File: config.mk
export PLATFORM = sky130hd
export DESIGN_NAME = imem_fetch_ctrl
export DESIGN_NICKNAME = d
export VERILOG_FILES = /design/src/rtl/fetch_pkg.sv /design/src/rtl/fetch_queue.sv /design/src/rtl/imem_fetch_ctrl.sv
export SDC_FILE = /design/constraint.sdc
export NUM_CORES = 1
export LEC_CHECK = 0
export CAP_MARGIN = 15
export CORE_UTILIZATION = 30
export CTS_BUF_LIST = sky130_fd_sc_hd__clkbuf_4 sky130_fd_sc_hd__clkbuf_8
export CTS_CLUSTER_DIAMETER = 60
export DETAILED_ROUTE_END_ITERATION = 16
export DONT_BUFFER_PORTS = 1
export PLACE_DENSITY_LB_ADDON = 0.15
export SLEW_MARGIN = 0
export SYNTH_ARGS = -nofsm -noshare
export SYNTH_HDL_FRONTEND = slang
export SYNTH_HIERARCHICAL = 1
export SYNTH_SLANG_ARGS = --single-unit
File: constraint.sdc
create_clock -name clk_i -period 6.8 [get_ports clk_i]
set_clock_uncertainty 0.15 [all_clocks]
set_input_delay 0.68 -clock clk_i [delete_from_list [all_inputs] [get_ports clk_i]]
set_output_delay 0.68 -clock clk_i [all_outputs]
set_load 0.05 [all_outputs]
File: src/rtl/fetch_pkg.sv
// Shared types and defaults for the instruction fetch controller.
package fetch_pkg;

   localparam int unsigned ADDR_W  = 16;
   localparam int unsigned INSTR_W = 16;
   localparam logic [ADDR_W-1:0] RESET_PC = 16'h0000;

   typedef enum logic [1:0] {
      StIdle,
      StRun,
      StHalt
   } fetch_state_e;

   typedef struct packed {
      logic [ADDR_W-1:0]  pc;
      logic [INSTR_W-1:0] instr;
   } fetch_entry_t;

endpackage

File: src/rtl/fetch_queue.sv
// Prefetch FIFO of {pc, instr} entries; flush overrides push and pop.
module fetch_queue
   import fetch_pkg::*;
#(
   parameter int unsigned Depth = 4,
   localparam int unsigned PtrW = $clog2(Depth),
   localparam int unsigned CntW = PtrW + 1
) (
   input  logic            clk_i,
   input  logic            rst_ni,
   input  logic            flush_i,
   input  logic            push_i,
   input  fetch_entry_t    push_data_i,
   input  logic            pop_i,
   output fetch_entry_t    head_o,
   output logic [CntW-1:0] count_o
);

   fetch_entry_t    mem_q [Depth];
   logic [PtrW-1:0] wr_ptr_q, rd_ptr_q;
   logic [CntW-1:0] count_q, count_d;

   always_comb begin
      count_d = count_q;
      if (flush_i) begin
         count_d = '0;
      end else if (push_i && !pop_i) begin
         count_d = count_q + 1'b1;
      end else if (pop_i && !push_i) begin
         count_d = count_q - 1'b1;
      end
   end

   // Depth is a power of two, so the pointers wrap naturally.
   always_ff @(posedge clk_i or negedge rst_ni) begin
      if (!rst_ni) begin
         wr_ptr_q <= '0;
         rd_ptr_q <= '0;
         count_q  <= '0;
         for (int i = 0; i < int'(Depth); i++) begin
            mem_q[i] <= '0;
         end
      end else begin
         count_q <= count_d;
         if (flush_i) begin
            wr_ptr_q <= '0;
            rd_ptr_q <= '0;
         end else begin
            if (push_i) begin
               mem_q[wr_ptr_q] <= push_data_i;
               wr_ptr_q        <= wr_ptr_q + 1'b1;
            end
            if (pop_i) begin
               rd_ptr_q <= rd_ptr_q + 1'b1;
            end
         end
      end
   end

   assign head_o  = mem_q[rd_ptr_q];
   assign count_o = count_q;

endmodule

File: src/rtl/imem_fetch_ctrl.sv
// Fetch controller: ROM sequencing, prefetch queue, redirect and halt handling.
// Optional same-cycle queue bypass is enabled by defining FETCH_BYPASS_EN.
module imem_fetch_ctrl
   import fetch_pkg::*;
#(
   parameter int unsigned      QDEPTH  = 4,
   parameter logic [ADDR_W-1:0] ResetPc = RESET_PC,
   localparam int unsigned     CntW    = $clog2(QDEPTH) + 1
) (
   input  logic               clk_i,
   input  logic               rst_ni,
   output logic [ADDR_W-1:0]  imem_pc_o,
   output logic               imem_en_o,
   input  logic [INSTR_W-1:0] imem_instr_i,
   output logic               dec_valid_o,
   input  logic               dec_ready_i,
   output logic [INSTR_W-1:0] dec_instr_o,
   output logic [ADDR_W-1:0]  dec_pc_o,
   input  logic               redir_valid_i,
   input  logic [ADDR_W-1:0]  redir_pc_i,
   input  logic               halt_req_i,
   output logic [CntW-1:0]    q_count_o
);

   localparam logic [CntW-1:0] DepthCnt = CntW'(QDEPTH);

   fetch_state_e      state_q, state_d;
   logic [ADDR_W-1:0] fetch_pc_q, fetch_pc_d;
   logic [ADDR_W-1:0] imem_pc_q, imem_pc_d;
   fetch_entry_t      hold_q, hold_d;

   fetch_entry_t    head, src, shown;
   logic [CntW-1:0] count;
   logic            redir, run_ok, q_empty, byp, src_valid;
   logic            pop, fetch, q_push, q_pop;

   fetch_queue #(
      .Depth (QDEPTH)
   ) u_queue (
      .clk_i       (clk_i),
      .rst_ni      (rst_ni),
      .flush_i     (redir),
      .push_i      (q_push),
      .push_data_i ('{pc: fetch_pc_q, instr: imem_instr_i}),
      .pop_i       (q_pop),
      .head_o      (head),
      .count_o     (count)
   );

   always_ff @(posedge clk_i or negedge rst_ni) begin
      if (!rst_ni) begin
         state_q <= StIdle;
      end else begin
         state_q <= state_d;
      end
   end

   // Redirect outranks halt: state is held in a redirect cycle.
   always_comb begin
      state_d = state_q;
      case (state_q)
         StIdle:  state_d = halt_req_i ? StHalt : StRun;
         StRun:   if (!redir_valid_i && halt_req_i) state_d = StHalt;
         StHalt:  if (!redir_valid_i && !halt_req_i) state_d = StRun;
         default: state_d = StIdle;
      endcase
   end

   always_comb begin
      redir   = redir_valid_i && (state_q != StIdle);
      run_ok  = (state_q == StRun) && !redir && !halt_req_i;
      q_empty = (count == '0);
      byp     = 1'b0;
      src     = head;
`ifdef FETCH_BYPASS_EN
      byp = q_empty && run_ok;
      if (q_empty) begin
         src = '{pc: fetch_pc_q, instr: imem_instr_i};
      end
`endif
      src_valid   = !q_empty || byp;
      shown       = src_valid ? src : hold_q;
      dec_valid_o = src_valid && !redir;
      dec_pc_o    = shown.pc;
      dec_instr_o = shown.instr;
      pop         = dec_valid_o && dec_ready_i;
      fetch       = run_ok && ((count < DepthCnt) || pop);
      q_pop       = pop && !byp;
      // A bypassed word accepted by decode is never enqueued.
      q_push      = fetch && !(byp && pop);
      imem_en_o   = fetch;
      imem_pc_o   = fetch ? fetch_pc_q : imem_pc_q;
      q_count_o   = count;
   end

   always_comb begin
      fetch_pc_d = fetch_pc_q;
      imem_pc_d  = imem_pc_q;
      hold_d     = hold_q;
      if (redir) begin
         fetch_pc_d = redir_pc_i;
      end else if (fetch) begin
         fetch_pc_d = fetch_pc_q + 1'b1;
         imem_pc_d  = fetch_pc_q;
      end
      if (dec_valid_o) begin
         hold_d = shown;
      end
   end

   always_ff @(posedge clk_i or negedge rst_ni) begin
      if (!rst_ni) begin
         fetch_pc_q <= ResetPc;
         imem_pc_q  <= ResetPc;
         hold_q     <= '0;
      end else begin
         fetch_pc_q <= fetch_pc_d;
         imem_pc_q  <= imem_pc_d;
         hold_q     <= hold_d;
      end
   end

endmodule

==> results.py, run 1 <==
metrics = {
    "run_status": {
        "status": "finished, final reports clean",
    },
    "floorplan": {
        "floorplan.initialDensity": 0.305,
        "dieHeight_um": 178,
        "site_rows": 64,
        "x_dimension_of_the_die_um": 178,
        "die_area_sq_um": 31700,
        "design.portCount": 90,
        "core_sq_um": 30500,
    },
    "clocking": {
        "cts_buffers": 39,
        "cts_tree": "built",
        "cts_num_sinks": 201,
        "clock-root-buffer": "clkbuf_8",
        "clock_latency_ns": 0.52,
        "clkSlewWorstSetupHoldPaths_ns": 0.05,
        "ctsLongestPathBuffers": 3,
        "htree_levels": 2,
    },
    "worst_setup_path": {
        "cp_cell_sequence": "nor3_2 -> buf_4 -> nand2b_2 -> inv_2 -> and2_1 -> nor2b_1 -> fa_1 -> nor3b_1 -> o21ai_0 -> nor3b_1",
        "worst_path_most_repeated_cell": "nor3b_1",
        "timing.critical_path.slowest_cell_delay_ns": 0.88,
        "critPathSlowestCell": "inv_2",
        "critPathRequiredTime_ns": 7.03,
        "worst-setup-path-type": "flop to flop",
        "critical-path-top-delay-family": "simple AND/OR/NAND/NOR gates",
        "worstPathMaxFanout": 34,
        "crit_path_start_kind": "flop",
        "timing.critical_path.to_type": "flop",
        "crit_buf_inv": 2,
        "crit_arrival_ns": 4.71,
    },
    "global_routing": {
        "grt_overflow": 0,
        "antenna_violations_before_repair": 0,
        "grt_first_pass_wirelength_um": 36100,
        "first_global_vias": 6274,
        "groute.usage.overall": 0.151,
        "grt_start_max_net_pins": 202,
    },
    "routing": {
        "routed_wire_length_per_instance_um": 19.6,
        "dr.first_iter.drc_count": 276,
        "drc_violations_left": 0,
        "vias": 5613,
        "postRouteAntennaNets": 0,
        "first_pass_iters": 4,
        "wirelength_um": 22700,
        "viasPerCell": 4.85,
    },
    "pwr": {
        "power_switching_share": 0.441,
        "seq_power_share": 0.356,
        "power_density_nw_per_um2": 499,
        "clock_power_share": 0.227,
        "p_comb_frac": 0.416,
        "p_sw_uw": 2290,
        "worst_ir_drop_vdd_mv": 0.234,
        "p_total_uw": 5180,
        "power.internal_uw": 2900,
        "p_leak_uw": 0.00487,
    },
    "synth": {
        "synth.top_cells.by_count": "201 x dfrtp_1, 178 x nand2_1, 161 x mux2_2",
        "synth_async_sr_flop_share": 1.00,
        "synth_edf_count": 0,
        "synth.area.top_cells": "dfrtp_1 54%, mux2_2 19%, mux4_2 7.7%",
        "post_synth_inst_count": 733,
        "mappedNetlistArea_sq_um": 9300,
        "postSynthNetCount": 776,
        "synthFlopType": "dfrtp_1",
        "post_synthesis_cell_type_count": 49,
        "synth.yosys.seq_area_share": 0.541,
        "synth-warning-count": 6,
        "synthMostInstantiatedCell": "dfrtp_1",
        "synth_top_area_share": 0.541,
        "post_synth.cell_area_avg_sq_um": 12.7,
        "netlist.top_cell.by_area": "dfrtp_1",
        "ys_ff_latch": 201,
    },
    "placement": {
        "portBuffers": 0,
        "placed_cell_area_sq_um": 9580,
        "hpwl_um": 13900,
        "routabilityCongestion": 0.794,
    },
    "min_path": {
        "hp-class": "input port to asynchronous set/reset pin",
    },
    "timing": {
        "slew_headroom": 0.277,
        "setup_viol": 0,
        "timing.setup.tns_ns": 0,
        "fin_crit_sh": 0.659,
        "final_period_minus_worst_setup_slack_ns": 4.48,
        "worstMarginPinSlew_ns": 1.08,
        "report.final.slew_viol_count": 0,
        "hold_viol_final": 0,
        "rsz_0062_raised_after_global_routing": "no",
        "fmax_mhz": 223,
    },
    "finish": {
        "antenna_cells_inserted": 0,
        "drive_gt1_frac": 0.364,
        "synthToLayoutAreaGrowth_pct": 11.6,
        "post-route-cell-area_sq_um": 10400,
        "nets": 781,
    },
    "run": {
        "drv.max_cap_violation_count": 0,
    },
}
==> power by group through the flow <==
stage | clock, uW | combinational [uW] | sequential (uW)
detailed placement | 0 | 2170 | 1870
floorplan | 0 | 1930 | 1710
CTS | 1240 | 2210 | 1850
global route | 1290 | 2320 | 1910
global placement | 0 | 2140 | 1850
finish | 1180 | 2160 | 1850
==> cell type report <==
class / instances / area, sq um
clock buffers: 59 / 706
inverters: 8 / 30.0
clock inverters: 5 / 57.6
fillers: 2968 / 20100
multi-input cells: 482 / 3990
repair buffers: 6 / 65.1
well taps: 396 / 495
flip-flops and latches: 201 / 5030
==> metal layers <==
metal / vias to the layer above / part of all wire / GRT usage
li1: 2578 / - / -
met1: 2865 / 0.43 / 0.189
met2: 138 / 0.49 / 0.252
met4: 0 / 0.020 / 0.0481
met3: 32 / 0.065 / 0.0416
met5: - / 0 / 0
==> flip-flops by register name, indices dropped and copies added, names as in the netlist <==
signal and flops:
u_queue/mem_q 128, hold_q 32, fetch_pc_q 16, imem_pc_q 16
u_queue/count_o 3, state_q 2, u_queue/rd_ptr_q 2, u_queue/wr_ptr_q 2
==> cells in the final DEF (no fill, tap or decap), types with 2 or more instances in the layout <==
cell type     n
or3_1         4
o21ai_1       2
clkbuf_4     17
dfrtp_2       2
nor3b_1       3
nor3_1        3
nor2_1       11
nand3b_1      3
mux2_2      161
nor4_1        3
a31oi_1       3
dfrtp_1     199
nand2_1     174
clkbuf_8     42
mux2i_1       4
buf_4         5
nand3_1      12
o21ai_0      15
mux4_2       32
ha_1          5
nand4_1       4
xor2_1        3
nor2b_1       2
a211oi_1      2
a21oi_1       2
clkinvlp_4    3
inv_1         7
nand2_2       4
xnor2_1       6
and2_1        4
==> worst paths after layout <==
check / start / to / slack [ns] / depth (start not counted)
max in group asynchronous: rst_ni / u_queue/rd_ptr_q[0] / 5.62 / 1
worst max register to register: u_queue/count_o[0] / u_queue/count_o[2] / 2.32 / 10
worst min register to register: imem_pc_q[15] / imem_pc_q[15] / 0.32 / 2
worst max-delay path: u_queue/count_o[0] / u_queue/count_o[2] / 2.32 / 10
worst min-delay path: rst_ni / u_queue/mem_q[7] / 0.05 / 1
min in group clk_i: redir_pc_i[13] / fetch_pc_q[13] / 0.14 / 1
==> through the flow <==
step | cells | hold slack (ns) | setup slack, ns | util
4_1_cts | 1157 | 0.0844 | 2.26 | 0.340
3_5_place_dp | 1092 | 0.240 | 2.28 | 0.314
5_1_grt | 1157 | 0.108 | 1.99 | 0.340
2_1_floorplan | 733 | 0.234 | 3.23 | -
3_3_place_gp | 1092 | 0.239 | 2.32 | 0.314
6_report | 1157 | 0.0482 | 2.32 | 0.340
==> kinds of logic (layout without fill, tap and decap cells) <==
| logic type | Yosys count | count (layout) | synth area share |
|---|---|---|---|
| buffers and inverters | 50 | 78 | 0.0322 |
| AO/OA/AOI/OAI | 32 | 32 | 0.0214 |
| flip-flops | 201 | 201 | 0.541 |
| adder cells (fa/ha/maj) | 6 | 6 | 0.00888 |
| XOR/XNOR | 9 | 9 | 0.00848 |
| AND/OR/NAND/NOR | 238 | 238 | 0.112 |
| multiplexers | 197 | 197 | 0.277 |
==> worst reg2reg max path: cells and delay by family (launching register included) <==
kind / cells / cell delay [ns]
DFF: 1 / 0.70
buffers and inverters: 2 / 1.21
AOI/OAI and AO/OA: 1 / 0.14
and+or+nand+nor: 6 / 1.75
adders and majority gates: 1 / 0.39
==> repair_timing <==
action,CTS,global route
hold buffers,1,0
hold endpoints to repair,201,0
gates resized for setup,0,0
setup buffers,0,0
Note: power is estimated with default switching activity, not from simulation.
==> run 2, diff against run 1 <==
clock period = 4.3 ns   (was 6.8 ns; I/O delays follow)
==> run 2 against run 1 <==
  * The flow now finishes with violations (negative hold slack)
  * Sequential share of layout area decreased by 1.8 points
  * Critical path depth decreased by 4
  * Hold slack got worse by 0.59 ns
  * Die area unchanged
  * Cell area increased by 3.8%
==> results.py, run 2 (same netlist as run 1, synthesis figures left out) <==
metrics = {
    "pwr": {
        "p_comb_frac": 0.415,
        "p_sw_uw": 3620,
        "power.internal_uw": 4650,
        "power_density_nw_per_um2": 768,
        "clock_power_share": 0.233,
        "p_leak_uw": 0.00504,
        "worst_ir_drop_vdd_mv": 0.468,
        "power_switching_share": 0.438,
        "seq_power_share": 0.352,
    },
    "timing": {
        "final_period_minus_worst_setup_slack_ns": 3.37,
        "timing.setup.tns_ns": 0,
        "worstMarginPinSlew_ns": 1.06,
        "report.final.slew_viol_count": 0,
        "whs_ns": -0.538,
        "fin_crit_sh": 0.783,
        "hold_viol_final": 201,
        "rsz_0062_raised_after_global_routing": "no",
        "setup_viol": 0,
        "slew_headroom": 0.288,
        "fmax_mhz": 297,
    },
    "floorplan": {
        "x_dimension_of_the_die_um": 178,
        "dieHeight_um": 178,
        "die_area_sq_um": 31700,
        "core_sq_um": 30500,
        "floorplan.initialDensity": 0.305,
        "design.portCount": 90,
        "site_rows": 64,
    },
    "finish": {
        "layout_top_registers": "u_queue/mem_q (128), hold_q (32)",
        "final_util": 0.353,
        "synthToLayoutAreaGrowth_pct": 15.8,
        "drive_gt1_frac": 0.351,
        "largest_register_ffs": 128,
        "layout.cells.most_common": "dfrtp_1",
        "antenna_cells_inserted": 0,
        "nets": 820,
        "mostFrequentLayoutCells": "199 x dfrtp_1, 174 x nand2_1, 161 x mux2_2, 50 x clkbuf_8, 36 x dlygate4sd3_1",
        "largest-register": "u_queue/mem_q",
    },
    "run_status": {
        "violations_in_the_final_reports": "negative hold slack",
        "status": "finished, violations left",
    },
    "global_routing": {
        "grt_first_pass_wirelength_um": 35700,
        "grt_overflow": 0,
        "grt_start_max_net_pins": 202,
        "groute.usage.overall": 0.147,
        "first_global_vias": 6432,
        "antenna_violations_before_repair": 0,
    },
    "routing": {
        "first_pass_iters": 5,
        "dr.first_iter.drc_count": 354,
        "postRouteAntennaNets": 0,
        "viasPerCell": 4.87,
        "routed_wire_length_per_instance_um": 18.6,
        "wirelength_um": 22300,
        "vias": 5834,
        "drc_violations_left": 0,
    },
    "clocking": {
        "clkSlewWorstSetupHoldPaths_ns": 0.06,
        "clock-root-buffer": "clkbuf_8",
        "cts_tree": "built",
        "clock_latency_ns": 0.53,
        "cts_num_sinks": 201,
        "ctsLongestPathBuffers": 3,
        "ctsHoldBuffers": 36,
        "cts_setup_buffers": 0,
        "htree_levels": 2,
        "postCtsResizedCells": 0,
        "cts_buffers": 40,
    },
    "min_path": {
        "hp-class": "input port to asynchronous set/reset pin",
    },
    "worst_setup_path": {
        "worstPathMaxFanout": 26,
        "worst_path_most_repeated_cell": "nand2_1",
        "cp_cell_sequence": "nor4b_1 -> nand2_1 -> inv_1 -> buf_4 -> nand2_1 -> nand2_1",
        "timing.critical_path.slowest_cell_delay_ns": 0.56,
        "critPathSlowestCell": "nor4b_1",
        "crit_path_start_kind": "flop",
        "timing.critical_path.to_type": "primary output",
        "critPathRequiredTime_ns": 3.72,
        "worst-setup-path-type": "flop to primary output",
        "crit_arrival_ns": 2.79,
    },
    "placement": {
        "hpwl_um": 13400,
        "portBuffers": 0,
        "routabilityCongestion": 0.757,
    },
    "run": {
        "drv.max_cap_violation_count": 0,
    },
}
run 2: changes by cell type in the layout (fill, tap and decap cells not counted), sizes merged:
cell,before,now
bufinv,1,0
clkbuf,59,60
clkinv,1,3
dlygate4sd3,0,36
buf,6,8
run 2: final timing paths:
kind                             from             endpoint  slack [ns]  cells past startpoint
setup / recovery           state_q[1]        imem_pc_o[15]        0.93                      6
min in group clk_i         halt_req_i           state_q[0]        0.04                      2
hold reg to reg            hold_q[29]           hold_q[29]        0.31                      2
setup reg to reg           state_q[1]    u_queue/mem_q[36]        1.22                      6
max in group asynchronous      rst_ni  u_queue/rd_ptr_q[0]        4.27                      0
hold / removal                 rst_ni            hold_q[7]       -0.54                      0
run 2: per-stage QoR:
stage               area (sq um)  total power (uW)  std cells  worst slack [ns]  hold WS, ns
finish                     10800              8270       1197             0.933       -0.538
global route               10800              8770       1197             0.745       -0.582
CTS                        10800              8400       1197             0.861       -0.580
detailed placement          9610              6380       1095              1.20      -0.0118
global placement            9610              6290       1095              1.23      -0.0111
floorplan                   9300              5750        733              1.05      -0.0156
run 2: worst max-delay path: cells and delay by family, from the launching register on:
kind          cells  cell delay [ns]
buf+inv           2             0.49
flops             1             0.43
simple gates      4             1.34
run 2: final cells by class:
cell class | instances | area [sq um]
clock buffers | 60 | 763
clock inverters | 6 | 37.5
fillers | 2966 | 19700
inverters | 8 | 30.0
multi-input cells | 482 | 3990
flip-flops and latches | 201 | 5030
well taps | 396 | 495
repair buffers | 44 | 420
run 2: layer usage:
metal,share of wire,track usage,wire length [um],vias up
li1,-,-,-,2653
met1,0.45,0.189,10100,3022
met2,0.47,0.243,10600,122
met3,0.050,0.0352,1120,37
met4,0.020,0.0463,453,0
met5,0,0,0,-
run 2: power by group through the flow:
| stage | Sequential, uW | Combinational, uW | Clock (uW) |
|---|---|---|---|
| after floorplan | 2700 | 3060 | 0 |
| after global placement | 2900 | 3380 | 0 |
| after detailed placement | 2950 | 3430 | 0 |
| after CTS | 2910 | 3480 | 2000 |
| after global routing | 2990 | 3680 | 2090 |
| final | 2910 | 3430 | 1930 |
